===== src/rtl/cache_ctrl_pkg.sv =====
// Shared definitions for the data-cache refill sequencer.
//  - Default geometry: 32-bit addresses, 32-bit beats, 4 beats per 128-bit line.
//  - OFF_W: byte-offset bits inside a line; these are zeroed on mem_addr.
//  - state_t: refill FSM encoding (IDLE, REQ, FILL, UPDATE, DONE, ERR).
//  - idx_width(): counter width for a count of n items, never less than 1 bit.
package cache_ctrl_pkg;

  localparam int ADDR_W_DEF  = 32;
  localparam int WORD_W_DEF  = 32;
  localparam int BEATS_DEF   = 4;
  localparam int LINE_W_DEF  = WORD_W_DEF * BEATS_DEF;
  localparam int OFF_W       = 4;
  localparam int TIMEOUT_DEF = 64;

  typedef enum logic [2:0] {
    IDLE   = 3'd0,
    REQ    = 3'd1,
    FILL   = 3'd2,
    UPDATE = 3'd3,
    DONE   = 3'd4,
    ERR    = 3'd5
  } state_t;

  function automatic int idx_width(input int n);
    return (n > 1) ? $clog2(n) : 1;
  endfunction

endpackage


===== src/rtl/cache_refill_ctrl_if.sv =====
// Line-read bus between the refill sequencer and main memory.
//  mem_req    controller -> memory  line-read request, held until mem_ack
//  mem_addr   controller -> memory  line-aligned byte address
//  mem_ack    memory -> controller  request accepted
//  mem_rvalid memory -> controller  mem_rdata carries a beat
//  mem_rdata  memory -> controller  beat data, beat 0 first
// Modports: master = refill controller, slave = memory model/controller.
interface cache_refill_ctrl_if #(
  parameter int ADDR_W = 32,
  parameter int WORD_W = 32
);

  logic              mem_req;
  logic [ADDR_W-1:0] mem_addr;
  logic              mem_ack;
  logic              mem_rvalid;
  logic [WORD_W-1:0] mem_rdata;

  modport master (
    output mem_req,
    output mem_addr,
    input  mem_ack,
    input  mem_rvalid,
    input  mem_rdata
  );

  modport slave (
    input  mem_req,
    input  mem_addr,
    output mem_ack,
    output mem_rvalid,
    output mem_rdata
  );

endinterface


===== src/rtl/refill_line_buf.sv =====
// Beat assembler for one cache line.
//  clk, reset  clock and async active-high reset (clears the whole line)
//  we          write the beat on din into slot idx
//  idx         beat slot; slot 0 occupies the line LSBs
//  din         WORD_W beat
//  line        LINE_W assembled line; holds its value until overwritten or reset
module refill_line_buf
  import cache_ctrl_pkg::*;
#(
  parameter int WORD_W = WORD_W_DEF,
  parameter int BEATS  = BEATS_DEF,
  parameter int LINE_W = LINE_W_DEF,
  parameter int IDX_W  = idx_width(BEATS_DEF)
) (
  input  logic              clk,
  input  logic              reset,
  input  logic              we,
  input  logic [IDX_W-1:0]  idx,
  input  logic [WORD_W-1:0] din,
  output logic [LINE_W-1:0] line
);

  always_ff @(posedge clk or posedge reset) begin
    if (reset) begin
      line <= '0;
    end else if (we) begin
      line[idx*WORD_W +: WORD_W] <= din;
    end
  end

endmodule


===== src/rtl/cache_refill_ctrl.sv =====
// Miss/refill sequencer for the data cache.
// Stalls the pipeline on a cache miss during a load/store, reads the missing line
// from memory as BEATS beats, assembles it and hands it to the cache with a
// one-cycle refill_we strobe. A memory that goes silent for TIMEOUT cycles parks
// the controller in a sticky error state until reset.
// Ports:
//  clk, reset          clock, async active-high reset
//  MemRead, MemWrite   pipeline load/store in progress
//  cpu_addr            access address
//  miss                cache miss flag
//  stall               hold the pipeline (combinational)
//  mem                 memory line-read bus (cache_refill_ctrl_if.master)
//  replaceData         assembled line to the cache
//  refill_we           one-cycle cache write strobe
//  bus_err             sticky timeout flag
//  miss_cnt            refills started        (needs REFILL_STATS_EN, else 0)
//  fill_cycles         cycles spent busy      (needs REFILL_STATS_EN, else 0)
// Build option: define REFILL_STATS_EN to build the two statistics counters.
module cache_refill_ctrl
  import cache_ctrl_pkg::*;
#(
  parameter int ADDR_W  = ADDR_W_DEF,
  parameter int WORD_W  = WORD_W_DEF,
  parameter int BEATS   = BEATS_DEF,
  parameter int TIMEOUT = TIMEOUT_DEF
) (
  input  logic                    clk,
  input  logic                    reset,
  input  logic                    MemRead,
  input  logic                    MemWrite,
  input  logic [ADDR_W-1:0]       cpu_addr,
  input  logic                    miss,
  output logic                    stall,
  cache_refill_ctrl_if.master     mem,
  output logic [WORD_W*BEATS-1:0] replaceData,
  output logic                    refill_we,
  output logic                    bus_err,
  output logic [31:0]             miss_cnt,
  output logic [31:0]             fill_cycles
);

  localparam int LINE_W = WORD_W * BEATS;
  localparam int BW     = idx_width(BEATS);
  localparam int TW     = idx_width(TIMEOUT);

  state_t        state;
  state_t        state_next;
  logic [BW-1:0] beat_cnt;
  logic [TW-1:0] idle_cnt;
  logic          access;
  logic          mem_evt;
  logic          tmo_hit;
  logic          last_beat;
  logic          beat_we;
  logic          unused_off;

  assign access    = miss & (MemRead | MemWrite);
  // Any memory activity counts as progress for the timeout, whichever state we are in.
  assign mem_evt   = mem.mem_ack | mem.mem_rvalid;
  assign tmo_hit   = ~mem_evt & (idle_cnt == TW'(TIMEOUT - 1));
  assign last_beat = (beat_cnt == BW'(BEATS - 1));
  assign beat_we   = (state == FILL) & mem.mem_rvalid;
  // Byte-offset bits never reach memory; the line address drops them.
  assign unused_off = ^cpu_addr[OFF_W-1:0];

  // State register
  always_ff @(posedge clk or posedge reset) begin
    if (reset) begin
      state <= IDLE;
    end else begin
      state <= state_next;
    end
  end

  // Next-state logic
  always_comb begin
    state_next = state;
    unique case (state)
      IDLE:    if (access) state_next = REQ;
      REQ: begin
        if (mem.mem_ack)   state_next = FILL;
        else if (tmo_hit)  state_next = ERR;
      end
      FILL: begin
        if (mem.mem_rvalid && last_beat) state_next = UPDATE;
        else if (tmo_hit)                state_next = ERR;
      end
      UPDATE:  state_next = DONE;
      DONE:    state_next = IDLE;
      ERR:     state_next = ERR;
      default: state_next = IDLE;
    endcase
  end

  // Outputs; mem_req is decoded from the state so reset drops it without waiting for a clock.
  always_comb begin
    stall       = (state != IDLE) | access;
    mem.mem_req = (state == REQ);
    refill_we   = (state == UPDATE);
    bus_err     = (state == ERR);
  end

  // Address latch, beat index and timeout counter
  always_ff @(posedge clk or posedge reset) begin
    if (reset) begin
      mem.mem_addr <= '0;
      beat_cnt     <= '0;
      idle_cnt     <= '0;
    end else begin
      if (state == IDLE && access) begin
        mem.mem_addr <= {cpu_addr[ADDR_W-1:OFF_W], {OFF_W{1'b0}}};
      end
      if (state == REQ && mem.mem_ack) begin
        beat_cnt <= '0;
      end else if (beat_we) begin
        beat_cnt <= beat_cnt + BW'(1);
      end
      if (state == REQ || state == FILL) begin
        idle_cnt <= mem_evt ? '0 : idle_cnt + TW'(1);
      end else begin
        idle_cnt <= '0;
      end
    end
  end

  refill_line_buf #(
    .WORD_W (WORD_W),
    .BEATS  (BEATS),
    .LINE_W (LINE_W),
    .IDX_W  (BW)
  ) u_line_buf (
    .clk   (clk),
    .reset (reset),
    .we    (beat_we),
    .idx   (beat_cnt),
    .din   (mem.mem_rdata),
    .line  (replaceData)
  );

`ifdef REFILL_STATS_EN
  logic [31:0] miss_cnt_q;
  logic [31:0] fill_cycles_q;

  always_ff @(posedge clk or posedge reset) begin
    if (reset) begin
      miss_cnt_q    <= '0;
      fill_cycles_q <= '0;
    end else begin
      if (state == IDLE && state_next == REQ) miss_cnt_q <= miss_cnt_q + 32'd1;
      if (state != IDLE)                      fill_cycles_q <= fill_cycles_q + 32'd1;
    end
  end

  assign miss_cnt    = miss_cnt_q;
  assign fill_cycles = fill_cycles_q;
`else
  assign miss_cnt    = '0;
  assign fill_cycles = '0;
`endif

endmodule


===== src/flat_wrapper.sv =====
// flat-port wrapper written by rule: the top's interface ports become plain ports
module cache_refill_ctrl_flat import cache_ctrl_pkg::*;
#(
  parameter int ADDR_W  = ADDR_W_DEF,
  parameter int WORD_W  = WORD_W_DEF,
  parameter int BEATS   = BEATS_DEF,
  parameter int TIMEOUT = TIMEOUT_DEF
)
  (clk, reset, MemRead, MemWrite, cpu_addr, miss, stall, replaceData, refill_we, bus_err, miss_cnt, fill_cycles, mem_mem_req, mem_mem_addr, mem_mem_ack, mem_mem_rvalid, mem_mem_rdata);
  cache_refill_ctrl_if #(.ADDR_W(ADDR_W), .WORD_W(WORD_W)) mem_i ();
  input  logic clk;
  input  logic reset;
  input  logic MemRead;
  input  logic MemWrite;
  input  logic [ADDR_W-1:0] cpu_addr;
  input  logic miss;
  output logic stall;
  output logic [WORD_W*BEATS-1:0] replaceData;
  output logic refill_we;
  output logic bus_err;
  output logic [31:0] miss_cnt;
  output logic [31:0] fill_cycles;
  output wire logic [$bits(mem_i.mem_req)-1:0] mem_mem_req;
  output wire logic [$bits(mem_i.mem_addr)-1:0] mem_mem_addr;
  input wire logic [$bits(mem_i.mem_ack)-1:0] mem_mem_ack;
  input wire logic [$bits(mem_i.mem_rvalid)-1:0] mem_mem_rvalid;
  input wire logic [$bits(mem_i.mem_rdata)-1:0] mem_mem_rdata;
  assign mem_mem_req = mem_i.mem_req;
  assign mem_mem_addr = mem_i.mem_addr;
  assign mem_i.mem_ack = mem_mem_ack;
  assign mem_i.mem_rvalid = mem_mem_rvalid;
  assign mem_i.mem_rdata = mem_mem_rdata;
  cache_refill_ctrl #(.ADDR_W(ADDR_W), .WORD_W(WORD_W), .BEATS(BEATS), .TIMEOUT(TIMEOUT)) u_core (.clk(clk), .reset(reset), .MemRead(MemRead), .MemWrite(MemWrite), .cpu_addr(cpu_addr), .miss(miss), .stall(stall), .mem(mem_i), .replaceData(replaceData), .refill_we(refill_we), .bus_err(bus_err), .miss_cnt(miss_cnt), .fill_cycles(fill_cycles));
endmodule

===== config.mk =====
export PLATFORM = sky130hd
export DESIGN_NAME = cache_refill_ctrl_flat
export DESIGN_NICKNAME = d
export VERILOG_FILES = /design/src/rtl/cache_ctrl_pkg.sv /design/src/rtl/cache_refill_ctrl_if.sv /design/src/rtl/refill_line_buf.sv /design/src/rtl/cache_refill_ctrl.sv /design/src/flat_wrapper.sv
export SDC_FILE = /design/constraint.sdc
export NUM_CORES = 1
export LEC_CHECK = 0
export ABC_AREA = 1
export BUFFER_PORTS_ARGS = -buffer_cell sky130_fd_sc_hd__buf_4
export CORE_ASPECT_RATIO = 0.5
export CORE_UTILIZATION = 50
export CTS_BUF_LIST = sky130_fd_sc_hd__clkbuf_4 sky130_fd_sc_hd__clkbuf_8 sky130_fd_sc_hd__clkbuf_16
export DETAILED_ROUTE_END_ITERATION = 8
export PLACE_DENSITY = 0.81
export SETUP_SLACK_MARGIN = 0.05
export SLEW_MARGIN = 25
export SYNTH_ARGS = -nofsm -noshare
export SYNTH_HDL_FRONTEND = slang
export SYNTH_SLANG_ARGS = --single-unit

===== constraint.sdc =====
create_clock -name clk -period 7.05 [get_ports clk]
set_input_delay 1.41 -clock clk [delete_from_list [all_inputs] [get_ports clk]]
set_output_delay 1.41 -clock clk [all_outputs]
set_load 0.02 [all_outputs]

==> Word level (Yosys, flattened, before mapping) <==
Index checks and enable logic that the tools add are counted.
{ "totals": {"ff_bits": 167, "in_bits": 71} }
{ "classes": {"n_addsub": 3, "eq_ne": 7, "n_shift": 2, "muxes": 10, "bitwise_logic": 7, "reduce_logical": 7} }
{ "ops": {"columns": ["operator", "n"], "rows": [
  ["128-bit bitwise mux", 1],
  ["32-bit by 34-bit variable shift with 128-bit output, first input constant", 1],
  ["32-bit by 34-bit indexed part select with 128-bit output", 1],
  ["7-bit negator with 34-bit output", 1],
  ["3-bit case mux with 5 select lines", 1],
  ["3-bit 2-to-1 mux", 4],
  ["6-bit 2-to-1 mux", 2],
  ["6-bit by 1-bit adder with 6-bit output, second input constant", 1],
  ["3-bit by 2-bit equality test with 1-bit output, second input constant", 2],
  ["6-bit equality test, second input constant", 1],
  ["2-bit 2-to-1 mux", 2],
  ["1-bit AND", 3],
  ["3-bit by 1-bit equality test with 1-bit output, second input constant", 1],
  ["3-bit equality test, second input constant", 1],
  ["1-bit logical AND", 3],
  ["3-bit zero test", 1],
  ["1-bit bitwise OR", 3],
  ["3-bit nonzero test", 1],
  ["2-bit by 1-bit adder with 2-bit output, second input constant", 1],
  ["2-bit equality test, second input constant", 1],
  ["2-bit by 1-bit inequality test with 1-bit output, second input constant", 1],
  ["2-bit nonzero test", 1],
  ["1-bit logical OR", 1],
  ["1-bit inverter", 1]
]} }

==> Logic depth before layout (Yosys ltp) <==
{ "depth": {"ltp_word": 6, "depth_mapped": 9, "ltp_nobuf": 8} }

==> Cells and area by module <==
A second synthesis with hierarchy kept.
{ "unflattened": {"hier_cells": 1034, "hier_area_um2": 7925.1} }
{ "modules_own_cells": {"columns": ["mod", "n_inst", "cells_per_inst", "area_each_um2", "seq_area_each_um2"], "rows": [
  ["refill_line_buf", 1, 761, 5686.7, 3203.1],
  ["cache_refill_ctrl", 1, 273, 2238.4, 975.9]
]} }

==> Worst setup path before layout <==
OpenSTA, ideal clock, no wires.
{ "synth_timing": {"kind": "in2out", "from": "in MemWrite", "to": "out stall", "arrival_ns": 1.806, "required_time_ns": 5.640, "path_slack_ns": 3.834, "path_stages": 3, "path_cell_list": "o21a_1 > nor2_1 > inv_1"} }
{ "synth_via": {"elab_chain_len": 3} }
{ "synth_lines": {"columns": ["item", "line_no", "text"], "rows": [
  ["start: declaration", "flat_wrapper.sv:14", "input logic MemWrite;"],
  ["1-bit bitwise OR", "cache_refill_ctrl.sv:57", "assign access = miss & (MemRead | MemWrite);"],
  ["1-bit AND", "cache_refill_ctrl.sv:57", null],
  ["1-bit bitwise OR", "cache_refill_ctrl.sv:97", "stall = (state != IDLE) | access;"],
  ["end: declaration", "flat_wrapper.sv:17", "output logic stall;"]
]} }
Every way passes these cells.

==> Final worst setup path <==
Same ends and word-level chain as after synthesis.

==> out/qor.csv <==
metric,value,unit
drive_gt1_share,33.8,%
ctsHtreeMaxLevel,4,
wl,19800,um
synth_edf_count,0,
layout_min_cycle_time,3440,ps
placedCellCount,1287,
cts_hold_buf,0,
muxShareOfSynthArea,0,%
pin_count,299,
crit_buf_inv,3,
worstRegToRegCells,7,
final_cell_mix,"304 x nand2_1, 233 x buf_4, 167 x dfrtp_1, 96 x o21ai_2, 73 x inv_1",
syn_area_per_cell,9.02,um2
fp.dieH,92.1,um
mostFrequentLayoutCell,nand2_1,
numCtsBuffers,17,
place_area,0.00955,mm2
multi_input_area,0.00307,mm2
dp_hpwl,13400,um
fmax,290,MHz
maxCapViolations,0,
critPathTopFamily,buffers and inverters,
row_count,32,
critical_path_cell_count,5,
cp-end-kind,output pin,
ys_async_sr_fraction,100,%
crit_path_start_kind,primary input,
status,completed,
place.gp.congestion,0.866,
synth_compound_area_share,14.5,%
ys_ff_latch,167,
die_w,182,um
tns,0,ps
area_growth,24.9,%
leakage,5.53,nW
synth_xor_area_share,0.108,%
grt_max_degree,99,
grt_pass1_vias,6064,
worstSetupPathType,in -> out,
power,3.48,mW
regArea,0.00418,mm2
drtIter0Drc,327,
skew,12.2,ps
clkLatencyLatePin,430,ps
layoutNonFillerInstCount,1319,
core_area,0.0156,mm2
dr.pass1.iters,5,
nets,1179,
hold_viol_final,0,
diodes,0,
hp-class,reg -> reg,
dr_total_vias,6406,
path_clk_slew,70,ps
rsz0062_at_grt,false,
track_usage,24.0,%
start_util,52.0,%
tightest_slew,913,ps
wl_per_cell,15.0,um
viasPerCell,4.86,
synth_top_family_by_area,simple AND/OR/NAND/NOR gates,
antenna_found_initial,0,
grt-ovfl-total,0,
grt_pass1_wl,31200,um
synth_adder_area_share,0.925,%
fin_ws,3610,ps
cts_num_sinks,167,
clock_path_buffers,2,
path_cells,buf_4 -> o21a_1 -> nor2_1 -> inv_1 -> buf_4,
place_ws,3600,ps
yosysUniqueCellTypes,28,
synth_flop_cell,dfrtp_1,
syn_area,0.00812,mm2
drc,0,
cpPeakStageDelay,190,ps
fin_crit_sh,48.9,%
yosys_warnings,0,
hold_depth,1,
power_density,343,mW/mm2
antenna_left,0,
slew_violations,0,
n_fill_cell,1235,
cp.required,5640,ps
cpMostUsedCell,buf_4,
worstPathMaxFanout,2,
post_cts_buffers,0,
max_slew_margin,39.2,%
critPathArrivalTime,2030,ps
dieArea,0.0168,mm2
synth_cells,900,
portBuffers,226,
setup_violations,0,
synth-simple-area-share,18.9,%
cts_tree,yes,
ys_seq_area_share,51.5,%
crit_slowest_cell,o21a_1,
peakVddDrop,0.199,mV
cts-root-buf,clkbuf_16,
cts_resized,0,
fin_area,0.0101,mm2
## per-stage QoR
step,utilization [%],hold slack [ps]
3_5_place_dp,61.2,454
2_1_floorplan,-,433
3_3_place_gp,61.2,446
5_1_grt,64.9,492
6_report,64.9,467
4_1_cts,64.9,463
## sequential cells by signal, indices dropped and copies added, names as in the netlist
name / count
u_core.u_line_buf.line: 128
u_core.mem.mem_addr: 28
u_core.idle_cnt: 6
u_core.state: 3
u_core.beat_cnt: 2
## cells by family after synthesis
group | after synthesis
xor gates and xnor gates | 1
adders and majority gates | 6
DFF | 167
other | 1
buffers and inverters | 194
and+or+nand+nor | 369
AOI/OAI and AO/OA | 162
## area by class of cell
cell class | instances | area share, %
Clock buffer | 17 | 4.20
Clock inverter | 15 | 1.57
Inverter | 77 | 2.99
Multi-Input combinational cell | 606 | 30.2
Sequential cell | 167 | 41.2
Tap cell | 204 | 2.52
Timing Repair Buffer | 233 | 17.3
## worst reg2reg max path, delay by kind of cell (launching register included)
kind            cells  cell delay [ps]
compound gates      1              140
simple gates        2              760
buf+inv             3              800
fa+ha+maj           1              310
flops               1              480
## synthesized netlist by cell type (2+ instances only)
cell,n,share of area [%]
a21oi_1,2,0.12
buf_2,13,0.80
buf_4,68,6.3
buf_6,18,2.5
clkbuf_1,18,0.83
dfrtp_1,167,51
ha_1,6,0.92
inv_1,74,3.4
nand2_1,305,14
nand2_4,2,0.28
nand2_8,3,0.74
nand3_1,38,2.3
nor2_1,13,0.60
nor2_2,2,0.15
nor3_2,2,0.25
o21ai_0,62,3.8
o21ai_2,96,10
## worst paths after layout
check / start / to / slack (ps)
min in group asynchronous: reset / u_core.mem.mem_addr[10] / 1160
max in group asynchronous: reset / u_core.u_line_buf.line[112] / 4430
hold / removal: u_core.idle_cnt[0] / u_core.idle_cnt[0] / 470
hold reg to reg: u_core.idle_cnt[0] / u_core.idle_cnt[0] / 470
setup reg to reg: u_core.beat_cnt[0] / u_core.u_line_buf.line[14] / 4490
setup / recovery: MemWrite / stall / 3610
## per-layer routing
layer / track usage (%) / share of wire, %
met1: 29.3 / 42
met2: 42.3 / 50
met3: 4.17 / 5.2
met4: 10.3 / 2.7
met5: 0 / 0
## power by group
part	internal, mW	switching (mW)
sequential	1.14	0.113
combinational	0.441	0.866
clock	0.474	0.442
Note: power is estimated with default switching activity, not from simulation.
